===== config.mk =====
export PLATFORM = sky130hd
export DESIGN_NAME = apb_requester_flat
export DESIGN_NICKNAME = d
export VERILOG_FILES = /design/src/rtl/apb_requester_if.sv /design/src/rtl/apb_requester.sv /design/src/flat_wrapper.sv
export SDC_FILE = /design/constraint.sdc
export NUM_CORES = 1
export LEC_CHECK = 0
export BUFFER_PORTS_ARGS = -buffer_cell sky130_fd_sc_hd__buf_2
export CORE_MARGIN = 2
export CORE_UTILIZATION = 24
export CTS_CLUSTER_SIZE = 8
export DETAILED_ROUTE_END_ITERATION = 12
export PLACE_DENSITY_LB_ADDON = 0.1
export SLEW_MARGIN = 20
export SYNTH_ARGS = -nofsm -noshare
export SYNTH_HDL_FRONTEND = slang
export SYNTH_SLANG_ARGS = --single-unit
export TNS_END_PERCENT = 30

===== constraint.sdc =====
create_clock -name clk -period 3.9 [get_ports clk]
set_input_delay 0.78 -clock clk [delete_from_list [all_inputs] [get_ports clk]]
set_output_delay 0.78 -clock clk [all_outputs]
set_load 0.1 [all_outputs]

===== src/rtl/apb_requester_if.sv =====
// Command, response and APB bus bundle for the APB4 requester.
// The master modport is the requester's view; slave is the environment's.
interface apb_requester_if #(
    parameter int AWIDTH = 16,
    parameter int DWIDTH = 32
);
    logic              cmd_valid;
    logic              cmd_ready;
    logic              cmd_write;
    logic [AWIDTH-1:0] cmd_addr;
    logic [DWIDTH-1:0] cmd_wdata;
    logic [DWIDTH/8-1:0] cmd_strb;

    logic              rsp_valid;
    logic [DWIDTH-1:0] rsp_rdata;
    logic              rsp_err;
    logic              rsp_timeout;

    logic              psel;
    logic              penable;
    logic              pwrite;
    logic [AWIDTH-1:0] paddr;
    logic [DWIDTH-1:0] pwdata;
    logic [DWIDTH/8-1:0] pstrb;
    logic [DWIDTH-1:0] prdata;
    logic              pready;
    logic              pslverr;

    modport master (
        input  cmd_valid, cmd_write, cmd_addr, cmd_wdata, cmd_strb,
        output cmd_ready,
        output rsp_valid, rsp_rdata, rsp_err, rsp_timeout,
        output psel, penable, pwrite, paddr, pwdata, pstrb,
        input  prdata, pready, pslverr
    );

    modport slave (
        output cmd_valid, cmd_write, cmd_addr, cmd_wdata, cmd_strb,
        input  cmd_ready,
        input  rsp_valid, rsp_rdata, rsp_err, rsp_timeout,
        input  psel, penable, pwrite, paddr, pwdata, pstrb,
        output prdata, pready, pslverr
    );
endinterface


===== src/rtl/apb_requester.sv =====
// APB4 requester: one outstanding valid/ready command mapped onto
// SETUP/ACCESS cycles, with a single-cycle response pulse and timeout.
module apb_requester #(
    parameter int TP      = 1,
    parameter int AWIDTH  = 16,
    parameter int DWIDTH  = 32,
    parameter int TIMEOUT = 16
) (
    input logic             clk,
    input logic             rst_n,
    apb_requester_if.master bus
);
    localparam int SW = DWIDTH / 8;
    localparam int CW = $clog2(TIMEOUT) + 1;
    localparam logic [CW-1:0] TMO_LAST =
        CW'((TIMEOUT == 0) ? 0 : TIMEOUT - 1);

    if ((DWIDTH % 8) != 0 || TP < 0) begin : g_bad_param
        $error("apb_requester: DWIDTH must be a multiple of 8");
    end

    typedef enum logic [1:0] {
        IDLE   = 2'd0,
        SETUP  = 2'd1,
        ACCESS = 2'd2
    } state_t;

    state_t state, state_next;

    logic [CW-1:0]     wait_cnt;
    logic              pwrite_q;
    logic [AWIDTH-1:0] paddr_q;
    logic [DWIDTH-1:0] pwdata_q;
    logic [SW-1:0]     pstrb_q;
    logic              rsp_valid_q;
    logic [DWIDTH-1:0] rsp_rdata_q;
    logic              rsp_err_q;
    logic              rsp_timeout_q;

    logic accept;
    logic done;
    logic abort;
    logic tmo_hit;

    assign tmo_hit = (TIMEOUT != 0) && (wait_cnt == TMO_LAST);
    assign accept  = bus.cmd_valid && (state == IDLE);
    assign done    = (state == ACCESS) && bus.pready;
    // Completion wins over timeout when both land in the same cycle.
    assign abort   = (state == ACCESS) && !bus.pready && tmo_hit;

    always_ff @(posedge clk or negedge rst_n) begin
        if (!rst_n) begin
            state <= IDLE;
        end else begin
            state <= state_next;
        end
    end

    always_comb begin
        state_next = state;
        unique case (state)
            IDLE:    if (bus.cmd_valid) state_next = SETUP;
            SETUP:   state_next = ACCESS;
            ACCESS:  if (done || abort) state_next = IDLE;
            default: state_next = IDLE;
        endcase
    end

    always_ff @(posedge clk or negedge rst_n) begin
        if (!rst_n) begin
            wait_cnt      <= '0;
            pwrite_q      <= 1'b0;
            paddr_q       <= '0;
            pwdata_q      <= '0;
            pstrb_q       <= '0;
            rsp_valid_q   <= 1'b0;
            rsp_rdata_q   <= '0;
            rsp_err_q     <= 1'b0;
            rsp_timeout_q <= 1'b0;
        end else begin
            rsp_valid_q <= done || abort;
            if (accept) begin
                paddr_q  <= bus.cmd_addr;
                pwrite_q <= bus.cmd_write;
                pwdata_q <= bus.cmd_write ? bus.cmd_wdata : '0;
                pstrb_q  <= bus.cmd_write ? bus.cmd_strb : '0;
            end
            if (state == SETUP) begin
                wait_cnt <= '0;
            end else if (state == ACCESS && !bus.pready
                         && wait_cnt != '1) begin
                wait_cnt <= wait_cnt + CW'(1);
            end
            if (done) begin
                rsp_rdata_q   <= pwrite_q ? '0 : bus.prdata;
                rsp_err_q     <= bus.pslverr;
                rsp_timeout_q <= 1'b0;
            end else if (abort) begin
                rsp_rdata_q   <= '0;
                rsp_err_q     <= 1'b1;
                rsp_timeout_q <= 1'b1;
            end
        end
    end

    assign bus.cmd_ready   = (state == IDLE);
    assign bus.psel        = (state != IDLE);
    assign bus.penable     = (state == ACCESS);
    assign bus.pwrite      = pwrite_q;
    assign bus.paddr       = paddr_q;
    assign bus.pwdata      = pwdata_q;
    assign bus.pstrb       = pstrb_q;
    assign bus.rsp_valid   = rsp_valid_q;
    assign bus.rsp_rdata   = rsp_rdata_q;
    assign bus.rsp_err     = rsp_err_q;
    assign bus.rsp_timeout = rsp_timeout_q;
endmodule


===== src/flat_wrapper.sv =====
// flat-port wrapper written by rule: the top's interface ports become plain ports
module apb_requester_flat 
#(
    parameter int TP      = 1,
    parameter int AWIDTH  = 16,
    parameter int DWIDTH  = 32,
    parameter int TIMEOUT = 16
)
  (clk, rst_n, bus_cmd_valid, bus_cmd_write, bus_cmd_addr, bus_cmd_wdata, bus_cmd_strb, bus_cmd_ready, bus_rsp_valid, bus_rsp_rdata, bus_rsp_err, bus_rsp_timeout, bus_psel, bus_penable, bus_pwrite, bus_paddr, bus_pwdata, bus_pstrb, bus_prdata, bus_pready, bus_pslverr);
  apb_requester_if #(.AWIDTH(AWIDTH), .DWIDTH(DWIDTH)) bus_i ();
  input logic clk;
  input logic rst_n;
  input wire logic [$bits(bus_i.cmd_valid)-1:0] bus_cmd_valid;
  input wire logic [$bits(bus_i.cmd_write)-1:0] bus_cmd_write;
  input wire logic [$bits(bus_i.cmd_addr)-1:0] bus_cmd_addr;
  input wire logic [$bits(bus_i.cmd_wdata)-1:0] bus_cmd_wdata;
  input wire logic [$bits(bus_i.cmd_strb)-1:0] bus_cmd_strb;
  output wire logic [$bits(bus_i.cmd_ready)-1:0] bus_cmd_ready;
  output wire logic [$bits(bus_i.rsp_valid)-1:0] bus_rsp_valid;
  output wire logic [$bits(bus_i.rsp_rdata)-1:0] bus_rsp_rdata;
  output wire logic [$bits(bus_i.rsp_err)-1:0] bus_rsp_err;
  output wire logic [$bits(bus_i.rsp_timeout)-1:0] bus_rsp_timeout;
  output wire logic [$bits(bus_i.psel)-1:0] bus_psel;
  output wire logic [$bits(bus_i.penable)-1:0] bus_penable;
  output wire logic [$bits(bus_i.pwrite)-1:0] bus_pwrite;
  output wire logic [$bits(bus_i.paddr)-1:0] bus_paddr;
  output wire logic [$bits(bus_i.pwdata)-1:0] bus_pwdata;
  output wire logic [$bits(bus_i.pstrb)-1:0] bus_pstrb;
  input wire logic [$bits(bus_i.prdata)-1:0] bus_prdata;
  input wire logic [$bits(bus_i.pready)-1:0] bus_pready;
  input wire logic [$bits(bus_i.pslverr)-1:0] bus_pslverr;
  assign bus_i.cmd_valid = bus_cmd_valid;
  assign bus_i.cmd_write = bus_cmd_write;
  assign bus_i.cmd_addr = bus_cmd_addr;
  assign bus_i.cmd_wdata = bus_cmd_wdata;
  assign bus_i.cmd_strb = bus_cmd_strb;
  assign bus_cmd_ready = bus_i.cmd_ready;
  assign bus_rsp_valid = bus_i.rsp_valid;
  assign bus_rsp_rdata = bus_i.rsp_rdata;
  assign bus_rsp_err = bus_i.rsp_err;
  assign bus_rsp_timeout = bus_i.rsp_timeout;
  assign bus_psel = bus_i.psel;
  assign bus_penable = bus_i.penable;
  assign bus_pwrite = bus_i.pwrite;
  assign bus_paddr = bus_i.paddr;
  assign bus_pwdata = bus_i.pwdata;
  assign bus_pstrb = bus_i.pstrb;
  assign bus_i.prdata = bus_prdata;
  assign bus_i.pready = bus_pready;
  assign bus_i.pslverr = bus_pslverr;
  apb_requester #(.TP(TP), .AWIDTH(AWIDTH), .DWIDTH(DWIDTH), .TIMEOUT(TIMEOUT)) u_core (.clk(clk), .rst_n(rst_n), .bus(bus_i));
endmodule

======== Word-level counts from Yosys, hierarchy flattened ========
Cells that the tools add are included.
Widths: inputs -> output; s select.
operators by class
  equality and inequality tests ........... 6
  $add $sub $neg .......................... 1
  reductions and logical operators ........ 12
  muxes and demuxes ....................... 13
operators by type and width
  cell                 count
  $mux 32              4
  $mux 5               2
  $pmux 2 s3           1
  $reduce_bool 2->1    3
  $add 5x1->5 const B  1
  $eq 5x4->1 const B   1
  $logic_and 1x1->1    5
  $ne 5x5->1 const B   1
  $mux 2               2
  $mux 4               1
  $mux 1               3
  $eq 2x1->1 const B   1
  $eq 2x2->1 const B   1
  $logic_not 2->1      1
  $ne 2x1->1 const B   1
  $ne 2x2->1 const B   1
  $reduce_and 2->1     1
  $logic_not 1->1      1
  $logic_or 1x1->1     1
word-level totals
  word-level logic and storage cells ...... 42
  output and inout bits ................... 91
  register bits after elaboration ......... 95
  input port bits ......................... 90

======== Longest topological paths before layout ========
  depth after elaboration ................. 6
  gate-level depth with buffers ........... 6
  depth with buffers taken out ............ 6

======== Worst setup path before layout ========
OpenSTA, ideal clock, no wires.
  path kind ............................... reg2out
  start point ............................. register u_core.state[0]
  end point ............................... output bus_psel
  data required time ...................... 3.120 ns
  setup slack ............................. 0.278 ns
  cell stages (with the launch flop) ...... 4
  path buffers ............................ 1
  data arrival time ....................... 2.842 ns
  cells stage by stage .................... dfrtp_1 clkbuf_1 nor2_1 inv_1
on the way
  longest elaborated chain between the ends .. 1
RTL lines
  item                    RTL line              RTL
  start, declared         apb_requester.sv:28   state_t state, state_next;
  start signal, assigned  apb_requester.sv:55   state <= state_next;
  $reduce_bool 2->1       apb_requester.sv:107  assign bus.psel = (state != IDLE);
  end, declared           flat_wrapper.sv:23    output wire logic [$bits(bus_i.psel)-1:0] bus_psel;
Every way passes these cells.

======== Final worst setup path ========
  start point ............................. register u_core.state[0]
  end point ............................... output bus_penable
on the way
  longest elaborated chain between the ends .. 1
RTL lines
  item           RTL line              RTL
  $eq 2x2->1     apb_requester.sv:108  assign bus.penable = (state == ACCESS);
  end, declared  flat_wrapper.sv:24    output wire logic [$bits(bus_i.penable)-1:0] bus_penable;
Every way passes these cells.

==> results.sh <==
export IMPL_min_period_over_period_pct=65.3
export IMPL_cts_resized=0
export IMPL_arrival_ps=1770
export IMPL_root_buffer="clkbuf_16"
export IMPL_gp_congestion=0.699
export IMPL_slew_headroom_pct=51.4
export IMPL_rows=45
export IMPL_cts_buffers=9
export IMPL_setup_tns_ps=0
export IMPL_syn_nets=409
export IMPL_drc=0
export IMPL_slew_viol_final=0
export IMPL_worstPathMaxFanout=16
export IMPL_synth_avg_cell_area_um2=11.8
export IMPL_synthMuxAreaShare_pct=6.83
export IMPL_clock_path_buffers=2
export IMPL_overflow=0
export IMPL_netlist_area_mm2=0.00374
export IMPL_wire_per_inst_um=14.0
export IMPL_grt_pass1_vias=2879
export IMPL_yosys_area_share_simple_pct=9.74
export IMPL_reg2reg_from="u_core.wait_cnt[0]$_DFFE_PN0P_"
export IMPL_synth_xor_area_share_pct=0
export IMPL_drt_wl_total_mm=9.57
export IMPL_ys_ff_latch=95
export IMPL_start_kind="flip-flop"
export IMPL_layout_common_cells="buf_2 (179), dfrtp_1 (95), nand2_1 (73)"
export IMPL_r2r_slack_ps=1660
export IMPL_min_path_cells=2
export IMPL_ios=181
export IMPL_cts_clk_slew_worst_paths_ps=70
export IMPL_synth_top_family_by_area="compound AO/OA/AOI/OAI gates"
export IMPL_drtAntennaViolNets=0
export IMPL_dieArea_mm2=0.0166
export IMPL_clk_latency_ps=340
export IMPL_synthAdderAreaFrac_pct=1.00
export IMPL_htreeDepth=3
export IMPL_finalCriticalPeriod_ps=2550
export IMPL_pre_cts_ws_ps=1650
export IMPL_min_from="u_core.bus.pwdata[31]$_DFFE_PN0P_"
export IMPL_multi_input_area_mm2=0.00124
export IMPL_nets=582
export IMPL_post_cts_buffers=0
export IMPL_final_common_cell="buf_2"
export IMPL_fillers=1551
export IMPL_rsz0062_at_grt="false"
export IMPL_port_buffers=180
export IMPL_initial_core_util_pct=24.6
export IMPL_tightest_slew_ps=730
export IMPL_endpoint_kind="output port"
export IMPL_holdBufCountCts=0
export IMPL_regToRegEndpoint="u_core.bus.rsp_err$_DFFE_PN0P_"
export IMPL_firstDrtPassIters=4
export IMPL_synthDistinctLibCells=25
export IMPL_fin_cells=682
export IMPL_area_growth_pct=38.8
export IMPL_cts_tree="done"
export IMPL_yosysWarnings=0
export IMPL_grt_start_max_net_pins=91
export IMPL_drv_cap=0
export IMPL_fin_skew_ps=7.80
export IMPL_drt_iter0_markers=84
export IMPL_regArea_mm2=0.00238
export IMPL_setup_ws_ps=1350
export IMPL_grt_pass1_wl_mm=15.0
export IMPL_hp_class="reg -> reg"
export IMPL_grt_use_total_pct=11.7
export IMPL_grt_antenna_before_repair=1
export IMPL_finalSetupViolCount=0
export IMPL_dp_hpwl_mm=6.44
export IMPL_timing_fmax_mhz=393
export IMPL_die_w_um=129
export IMPL_netlist_instances=316
export IMPL_dp_cells=666
export IMPL_vias_per_cell=4.17
export IMPL_drive_gt1_share_pct=44.5
export IMPL_cts_sinks=95
export IMPL_holdPathEnd="u_core.bus.pwdata[31]$_DFFE_PN0P_"
export IMPL_status="finished, final reports clean"
export IMPL_path_class="reg -> out"
export IMPL_die_y_um=129
export IMPL_diodes=0
export IMPL_vias=2843
export IMPL_worst_ep_required_time_ps=3120
export IMPL_yosysSeqAreaShare_pct=63.6
export IMPL_hold_viol_final=0
export IMPL_synth_compound_area_share_pct=15.4
export IMPL_reg2reg_depth=7
export IMPL_core_mm2=0.0152
[state kept, by name (all words and copies together) (netlist names)]
signal	cells
u_core.bus.pwdata	32
u_core.bus.rsp_rdata	32
u_core.bus.paddr	16
u_core.wait_cnt	5
u_core.bus.pstrb	4
u_core.state	2
u_core.bus.pwrite	1
u_core.bus.rsp_err	1
u_core.bus.rsp_timeout	1
u_core.bus.rsp_valid	1
[worst max-delay path by stage]
stage / startpoint / end / slack, ps / cells after the start
detailed placement: u_core.wait_cnt[0]$_DFFE_PN0P_ / u_core.bus.rsp_err$_DFFE_PN0P_ / 1650 / 7
finish: u_core.state[0]$_DFFE_PN0P_ / bus_penable / 1350 / 3
floorplan: u_core.state[0]$_DFFE_PN0P_ / bus_psel / 280 / 3
CTS: u_core.state[0]$_DFFE_PN0P_ / bus_penable / 1340 / 3
global route: u_core.state[0]$_DFFE_PN0P_ / bus_penable / 1240 / 3
global placement: u_core.wait_cnt[0]$_DFFE_PN0P_ / u_core.bus.rsp_err$_DFFE_PN0P_ / 1680 / 7
[routing by layer]
layer	routed length, um	part of all wire (%)	track usage (%)
met2	3980	42	17.1
met3	1030	11	6.15
met1	4390	46	14.8
met4	167	1.7	4.09
met5	13	0.14	0
[metrics by stage]
stage	util (%)	hold WS, ps	instance area [um^2]
floorplan	-	484	3740
global placement	31.7	458	4820
detailed placement	31.7	465	4820
CTS	34.1	480	5180
global route	34.1	503	5190
finish	34.1	474	5190
[worst max-delay path, cell delays in order, from the launching register on]
cell and delay (ps):
dfrtp_1 540, nand2b_1 260, inv_1 170, buf_2 460
[synthesized netlist by cell type]
cell | number | area, um^2
dfrtp_1 | 95 | 2380
nor2b_1 | 1 | 6.26
nand3b_1 | 1 | 7.51
nand3_1 | 3 | 15.0
nor4_1 | 1 | 6.26
buf_6 | 2 | 22.5
o21ai_1 | 1 | 5.00
clkbuf_1 | 16 | 60.1
a21oi_1 | 3 | 15.0
nand2b_1 | 2 | 12.5
o22a_1 | 1 | 8.76
a22o_1 | 37 | 324
mux2_4 | 17 | 255
a21o_1 | 1 | 7.51
and3_1 | 2 | 12.5
o21ai_0 | 37 | 185
nor2_1 | 4 | 15.0
nand2_1 | 73 | 274
inv_1 | 7 | 26.3
buf_2 | 4 | 20.0
or3b_1 | 1 | 8.76
a311o_1 | 2 | 20.0
o311ai_0 | 1 | 8.76
ha_1 | 3 | 37.5
nand4_1 | 1 | 6.26
[cells by family (layout without fill, tap and decap cells)]
group / after synthesis / after routing
buffers and inverters: 29 / 207
flip-flops: 95 / 95
AO/OA/AOI/OAI: 83 / 83
adder cells (fa/ha/maj): 3 / 3
multiplexers: 17 / 17
AND/OR/NAND/NOR: 89 / 89
[cell type report]
cell class | instances | area share, %
clock buffers | 9 | 4.34
clock inverters | 7 | 2.60
inverters | 7 | 0.506
multi-input cells | 192 | 23.9
flip-flops and latches | 95 | 45.8
well taps | 188 | 4.53
repair buffers | 184 | 18.3
Power is left out: the tool's default activity adds up to more than one toggle a clock period on the data nets, which glitch-free logic cannot reach.
